### config.mk
export PLATFORM = sky130hd
export DESIGN_NAME = load_store_unit
export DESIGN_NICKNAME = d
export VERILOG_FILES = /design/src/rtl/lsu_pkg.sv /design/src/rtl/lane_align.sv /design/src/rtl/load_store_unit.sv
export SDC_FILE = /design/constraint.sdc
export NUM_CORES = 1
export LEC_CHECK = 0
export CORE_MARGIN = 5
export CORE_UTILIZATION = 48
export DETAILED_ROUTE_END_ITERATION = 8
export PLACE_DENSITY_LB_ADDON = 0.08
export SLEW_MARGIN = 20
export SYNTH_ARGS = -nofsm -noshare
export SYNTH_HDL_FRONTEND = slang
export SYNTH_SLANG_ARGS = --single-unit
### constraint.sdc
create_clock -name clk -period 2.88 [get_ports clk]
set_input_delay 0.864 -clock clk [delete_from_list [all_inputs] [get_ports clk]]
set_output_delay 0.864 -clock clk [all_outputs]
set_load 0.01 [all_outputs]
### src/rtl/lsu_pkg.sv
// Shared encodings for the MEM-stage load/store unit: access sizes,
// response error codes, FSM states and the request legality check.
package lsu_pkg;

    localparam logic [1:0] SIZE_BYTE = 2'b00;
    localparam logic [1:0] SIZE_HALF = 2'b01;
    localparam logic [1:0] SIZE_WORD = 2'b10;

    localparam logic [1:0] ERR_NONE     = 2'b00;
    localparam logic [1:0] ERR_MISALIGN = 2'b01;
    localparam logic [1:0] ERR_RANGE    = 2'b10;

    typedef enum logic [1:0] {
        ST_IDLE      = 2'b00,
        ST_ACCESS    = 2'b01,
        ST_WRITEBACK = 2'b10,
        ST_RESP      = 2'b11
    } lsu_state_e;

    // Misalignment / illegal size takes priority over out-of-range.
    function automatic logic [1:0] req_error(input logic [1:0]  size,
                                             input logic [31:0] addr,
                                             input logic [31:0] depth);
        logic misaligned;
        misaligned = (size == 2'b11) ||
                     ((size == SIZE_HALF) && addr[0]) ||
                     ((size == SIZE_WORD) && (addr[1:0] != 2'b00));
        if (misaligned)
            return ERR_MISALIGN;
        else if ({2'b00, addr[31:2]} >= depth)
            return ERR_RANGE;
        else
            return ERR_NONE;
    endfunction

endpackage

### src/rtl/lane_align.sv
// Big-endian lane extraction and merge. Byte lane 0 is [31:24], lane 3 is
// [7:0]; halfword offset 0 is [31:16], offset 2 is [15:0]. Store data is
// right-aligned in i_storeData.
module lane_align
    import lsu_pkg::*;
(
    input  logic [31:0] i_word,
    input  logic [1:0]  i_offset,
    input  logic [1:0]  i_size,
    input  logic        i_unsigned,
    input  logic [31:0] i_storeData,
    output logic [31:0] o_loadValue,
    output logic [31:0] o_mergedWord
);

    logic [7:0]  w_byte;
    logic [15:0] w_half;

    // Select the addressed byte and halfword out of the memory word.
    always_comb begin
        w_byte = 8'h00;
        case (i_offset)
            2'd0:    w_byte = i_word[31:24];
            2'd1:    w_byte = i_word[23:16];
            2'd2:    w_byte = i_word[15:8];
            default: w_byte = i_word[7:0];
        endcase
        w_half = i_offset[1] ? i_word[15:0] : i_word[31:16];
    end

    // Extend the selected lane to 32 bits.
    always_comb begin
        o_loadValue = i_word;
        case (i_size)
            SIZE_BYTE: o_loadValue = {{24{w_byte[7] & ~i_unsigned}}, w_byte};
            SIZE_HALF: o_loadValue = {{16{w_half[15] & ~i_unsigned}}, w_half};
            default:   o_loadValue = i_word;
        endcase
    end

    // Replace the target lane of the memory word with the store data.
    always_comb begin
        o_mergedWord = i_word;
        case (i_size)
            SIZE_BYTE: begin
                case (i_offset)
                    2'd0:    o_mergedWord[31:24] = i_storeData[7:0];
                    2'd1:    o_mergedWord[23:16] = i_storeData[7:0];
                    2'd2:    o_mergedWord[15:8]  = i_storeData[7:0];
                    default: o_mergedWord[7:0]   = i_storeData[7:0];
                endcase
            end
            SIZE_HALF: begin
                if (i_offset[1])
                    o_mergedWord[15:0]  = i_storeData[15:0];
                else
                    o_mergedWord[31:16] = i_storeData[15:0];
            end
            default: o_mergedWord = i_storeData;
        endcase
    end

endmodule

### src/rtl/load_store_unit.sv
// MEM-stage load/store unit. One request in flight; sub-word stores are a
// read (ACCESS) followed by a write of the merged word (WRITEBACK).
// Handshake: a request transfers on a rising edge where reqValid && reqReady;
// reqReady is high only in IDLE, respValid is a one-cycle pulse in RESP.
module load_store_unit
    import lsu_pkg::*;
#(
    parameter int DEPTH = 1024
) (
    input  logic        clk,
    input  logic        rst,
    input  logic        reqValid,
    output logic        reqReady,
    input  logic        reqWrite,
    input  logic [1:0]  reqSize,
    input  logic        reqUnsigned,
    input  logic [31:0] reqAddress,
    input  logic [31:0] reqData,
    output logic        respValid,
    output logic [31:0] respData,
    output logic [1:0]  respError,
    output logic [31:0] memAddress,
    output logic        memWriteEnable,
    output logic [31:0] memWriteData,
    input  logic [31:0] memReadData,
    output logic [1:0]  dbgState
);

    lsu_state_e  r_state;
    logic        r_write;
    logic [1:0]  r_size;
    logic        r_unsigned;
    logic [1:0]  r_offset;
    logic [31:0] r_data;
    logic [31:0] r_merged;
    logic [31:0] r_respData;
    logic [1:0]  r_respError;
    logic [31:0] r_memAddress;

    logic        w_accept;
    logic [1:0]  w_reqError;
    logic [31:0] w_loadValue;
    logic [31:0] w_mergedWord;
    logic        w_writeEnable;
    logic [31:0] w_writeData;

    assign w_accept   = reqValid && reqReady;
    assign w_reqError = req_error(reqSize, reqAddress, 32'(DEPTH));

    lane_align u_lane_align (
        .i_word       (memReadData),
        .i_offset     (r_offset),
        .i_size       (r_size),
        .i_unsigned   (r_unsigned),
        .i_storeData  (r_data),
        .o_loadValue  (w_loadValue),
        .o_mergedWord (w_mergedWord)
    );

    // Request FSM: capture at accept, access memory, respond.
    always_ff @(posedge clk) begin
        if (rst) begin
            r_state      <= ST_IDLE;
            r_write      <= 1'b0;
            r_size       <= SIZE_BYTE;
            r_unsigned   <= 1'b0;
            r_offset     <= 2'b00;
            r_data       <= 32'h0;
            r_merged     <= 32'h0;
            r_respData   <= 32'h0;
            r_respError  <= ERR_NONE;
            r_memAddress <= 32'h0;
        end else begin
            case (r_state)
                ST_IDLE: begin
                    if (w_accept) begin
                        r_write    <= reqWrite;
                        r_size     <= reqSize;
                        r_unsigned <= reqUnsigned;
                        r_offset   <= reqAddress[1:0];
                        r_data     <= reqData;
                        if (w_reqError != ERR_NONE) begin
                            // Rejected requests never touch memAddress.
                            r_respData  <= 32'h0;
                            r_respError <= w_reqError;
                            r_state     <= ST_RESP;
                        end else begin
                            r_memAddress <= {2'b00, reqAddress[31:2]};
                            r_state      <= ST_ACCESS;
                        end
                    end
                end
                ST_ACCESS: begin
                    r_respError <= ERR_NONE;
                    if (!r_write) begin
                        r_respData <= w_loadValue;
                        r_state    <= ST_RESP;
                    end else if (r_size == SIZE_WORD) begin
                        r_respData <= 32'h0;
                        r_state    <= ST_RESP;
                    end else begin
                        r_merged   <= w_mergedWord;
                        r_respData <= 32'h0;
                        r_state    <= ST_WRITEBACK;
                    end
                end
                ST_WRITEBACK: r_state <= ST_RESP;
                ST_RESP:      r_state <= ST_IDLE;
                default:      r_state <= ST_IDLE;
            endcase
        end
    end

    // Write strobe: word store in ACCESS or merged write in WRITEBACK, never under reset.
    always_comb begin
        w_writeEnable = 1'b0;
        w_writeData   = 32'h0;
        if (!rst) begin
            if ((r_state == ST_ACCESS) && r_write && (r_size == SIZE_WORD)) begin
                w_writeEnable = 1'b1;
                w_writeData   = r_data;
            end else if (r_state == ST_WRITEBACK) begin
                w_writeEnable = 1'b1;
                w_writeData   = r_merged;
            end
        end
    end

    assign reqReady       = (r_state == ST_IDLE);
    assign respValid      = (r_state == ST_RESP);
    assign respData       = r_respData;
    assign respError      = r_respError;
    assign memAddress     = r_memAddress;
    assign memWriteEnable = w_writeEnable;
    assign memWriteData   = w_writeData;
    assign dbgState       = r_state;

endmodule

==> reports/metrics.cfg <==
[outcome]
run_status=completed

[final_layout]
final_common_cell=nand2_1
n_antenna_cell=0
fin_util_pct=69.8
nNetsFinal=1150
final_cell_mix=nand2_1 (191), clkdlybuf4s50_1 (169), dfxtp_1 (134)
drive_gt1_share_pct=15.4
synthToLayoutAreaGrowth_pct=42.8

[synthesis]
avgSynthCellArea_um2=8.10
synth_cell_type_count=62
synth-adder-area-share_pct=0.737
ys.flop_type=dfxtp_1
synth-xor-area-share_pct=0
seq_area_frac_synth_pct=40.1
ys_seq_elements=136
netlist_instances=838
syn_area_mm2=0.00679
ys_warn_count=0
async_flop_share_pct=0
synth_top_family_by_area=compound AO/OA/AOI/OAI gates
synth-compound-area-share_pct=23.2
yosys.area_share.simple_pct=22.2
synth-edff-count=0
synthMuxAreaShare_pct=8.44

[timing]
hold_viol_final=0
min_period_ns=2.75
timing.final.ws_setup_ns=0.129
slew_violations=0
finClkSkew_ns=0.00554
clock.fmax_mhz=363
slew_headroom_pct=48.8
rsz0062_at_grt=false
min_period_over_period_pct=95.5
setup_viol=0
worst_pin_slew_ns=0.749

[grt]
grt_max_degree=65
grt_pass1_wl_um=36400
track_usage_pct=27.9
grt_remaining_overflow=0
first_global_vias=6797
grt_antenna_before_repair=0

[clock_tree]
root_buffer=clkbuf_16
cts_buffers=17
clock-sinks=136
cts_max_path_buffers=2
cts_tree=built
clock_latency_ns=0.42
h-tree-depth=4
clk_pin_slew_worst_paths_ns=0.06

[power]
p_clk_share_pct=32.2
comb_power_share_pct=34.3
seqPwrFrac_pct=33.4
p_sw_mw=2.33
power_mw=6.81
leakage_nw=3.56
ir_worst_vdd_mv=0.477
power.internal_mw=4.48
swShare_pct=34.2
p_per_area_mw_per_mm2=703

[place]
io_buffers=203
dp_slack_ns=-0.0323
globalplace.congestion=0.906
dp_hpwl_um=16900

[run]
maxCapViolations=0

[drt]
vias_per_cell=5.77
first_pass_iters=5
ant_nets=0
remaining_drc_errors=0
finalWirelength_um=23700
num_vias=7121
drt-wirelength-per-cell_um=19.2
drtIter0Drc=786

[worst_setup_path]
r2r_slack_ns=0.54
critPathCaptureType=primary output
worstPathMaxFanout=11
required_ns=2.02
arrival_ns=1.89
reg2reg_depth=5
worst_r2r_startpoint=r_size[1]$_SDFFE_PP0P_
r2r-end=respData[23]$_SDFFE_PP0P_
start_kind=flip-flop
critPathKind=flip-flop to primary output

[floorplan]
start_util_pct=48.9
die_w_um=129
rows=43
fp.dieH_um=129
core_mm2=0.0139
ios=206
die_area_mm2=0.0166

[hold_path]
hold_path_class=flip-flop to flip-flop
min_from=memAddress[21]$_SDFFE_PP0P_
worst_hold_path.endpoint=memAddress[21]$_SDFFE_PP0P_
whs_path_depth=1

## flip-flops by register name (all words and copies together), names as in the netlist
signal      flops
respError       2
r_unsigned      1
r_data         32
respData       32
r_size          2
r_write         1
r_merged       32
dbgState        2
memAddress     30
r_offset        2
## critical path, stage by stage, from the launching register on
cell             delay, ns
dfxtp_2               0.33
buf_4                 0.14
inv_1                 0.10
ha_2                  0.30
clkdlybuf4s50_1       0.59
## worst max path at each step
stage	startpoint	to	cells after the start	slack, ns
after floorplan	dbgState[1]$_SDFFE_PP0P_	memWriteEnable	8	0.34
after global placement	rst	memWriteData[14]	6	-0.003
after detailed placement	reqAddress[17]	respData[23]$_SDFFE_PP0P_	8	-0.03
after CTS	dbgState[1]$_SDFFE_PP0P_	memWriteData[16]	9	0.01
after global routing	dbgState[1]$_SDFFE_PP0P_	memWriteData[12]	9	0.02
final	dbgState[0]$_SDFFE_PP0P_	reqReady	4	0.13
## kinds of logic after synthesis
group,Yosys count
AOI/OAI and AO/OA,235
and+or+nand+nor,324
adders and majority gates,4
DFF,136
other,1
muxes,54
buffers and inverters,84
## cell usage after synthesis, types with 7 or more instances
cell	instances	share of area, %
nand2b_1	13	1.2
nand4_1	10	0.92
a22oi_1	16	1.8
nand3_1	11	0.81
mux2_2	11	1.8
o31ai_1	10	1.1
dfxtp_1	136	40
a221oi_1	7	0.90
o21ai_0	16	1.2
a211oi_1	16	1.8
a311oi_1	7	0.90
inv_1	8	0.44
and2_1	23	2.1
nor2b_1	11	1.0
mux2i_1	37	5.5
nand2_1	193	11
a2111oi_0	7	0.90
a31oi_1	8	0.74
clkbuf_1	49	2.7
buf_2	16	1.2
nor2_1	27	1.5
o211ai_1	11	1.2
a21oi_1	97	7.2
## repair_timing
action                                  CTS  global route
buffers inserted                          6             0
gates resized for setup                  67            53
endpoints found under the hold margin     0             0
pin swaps                                 2             1
endpoints found under the setup margin   33            32
hold buffers                              0             0
## layout make-up
| class | count | area [um2] |
|---|---|---|
| flip-flops and latches | 136 | 2730 |
| clock inverters | 10 | 119 |
| fillers | 1178 | 4190 |
| well taps | 180 | 225 |
| inverters | 8 | 30.0 |
| repair buffers | 261 | 2360 |
| clock buffers | 21 | 480 |
| multi-input cells | 619 | 3750 |
## power by group through the flow
| stage | registers [mW] | logic [mW] | clock network, mW |
|---|---|---|---|
| 6_report | 2.28 | 2.34 | 2.20 |
| 5_1_grt | 2.30 | 2.51 | 2.30 |
| 4_1_cts | 2.27 | 2.30 | 2.21 |
| 3_5_place_dp | 2.30 | 2.25 | 0 |
| 3_3_place_gp | 2.30 | 2.23 | 0 |
| 2_1_floorplan | 2.28 | 1.35 | 0 |
## metal layers
layer	track usage (%)	wire, um
met1	35.8	9670
met2	44.1	10900
met3	7.76	2330
met4	11.9	800
met5	0	0
## metrics by stage
step	hold WS (ns)	TNS, ns	std cells	area (um2)
floorplan	0.437	0	839	6790
global placement	0.441	-0.00278	1198	9140
CTS	0.457	0	1235	9810
global route	0.469	0	1235	9690
finish	0.454	0	1235	9690
detailed placement	0.445	-0.274	1198	9140
(Power assumes the default switching activity.)
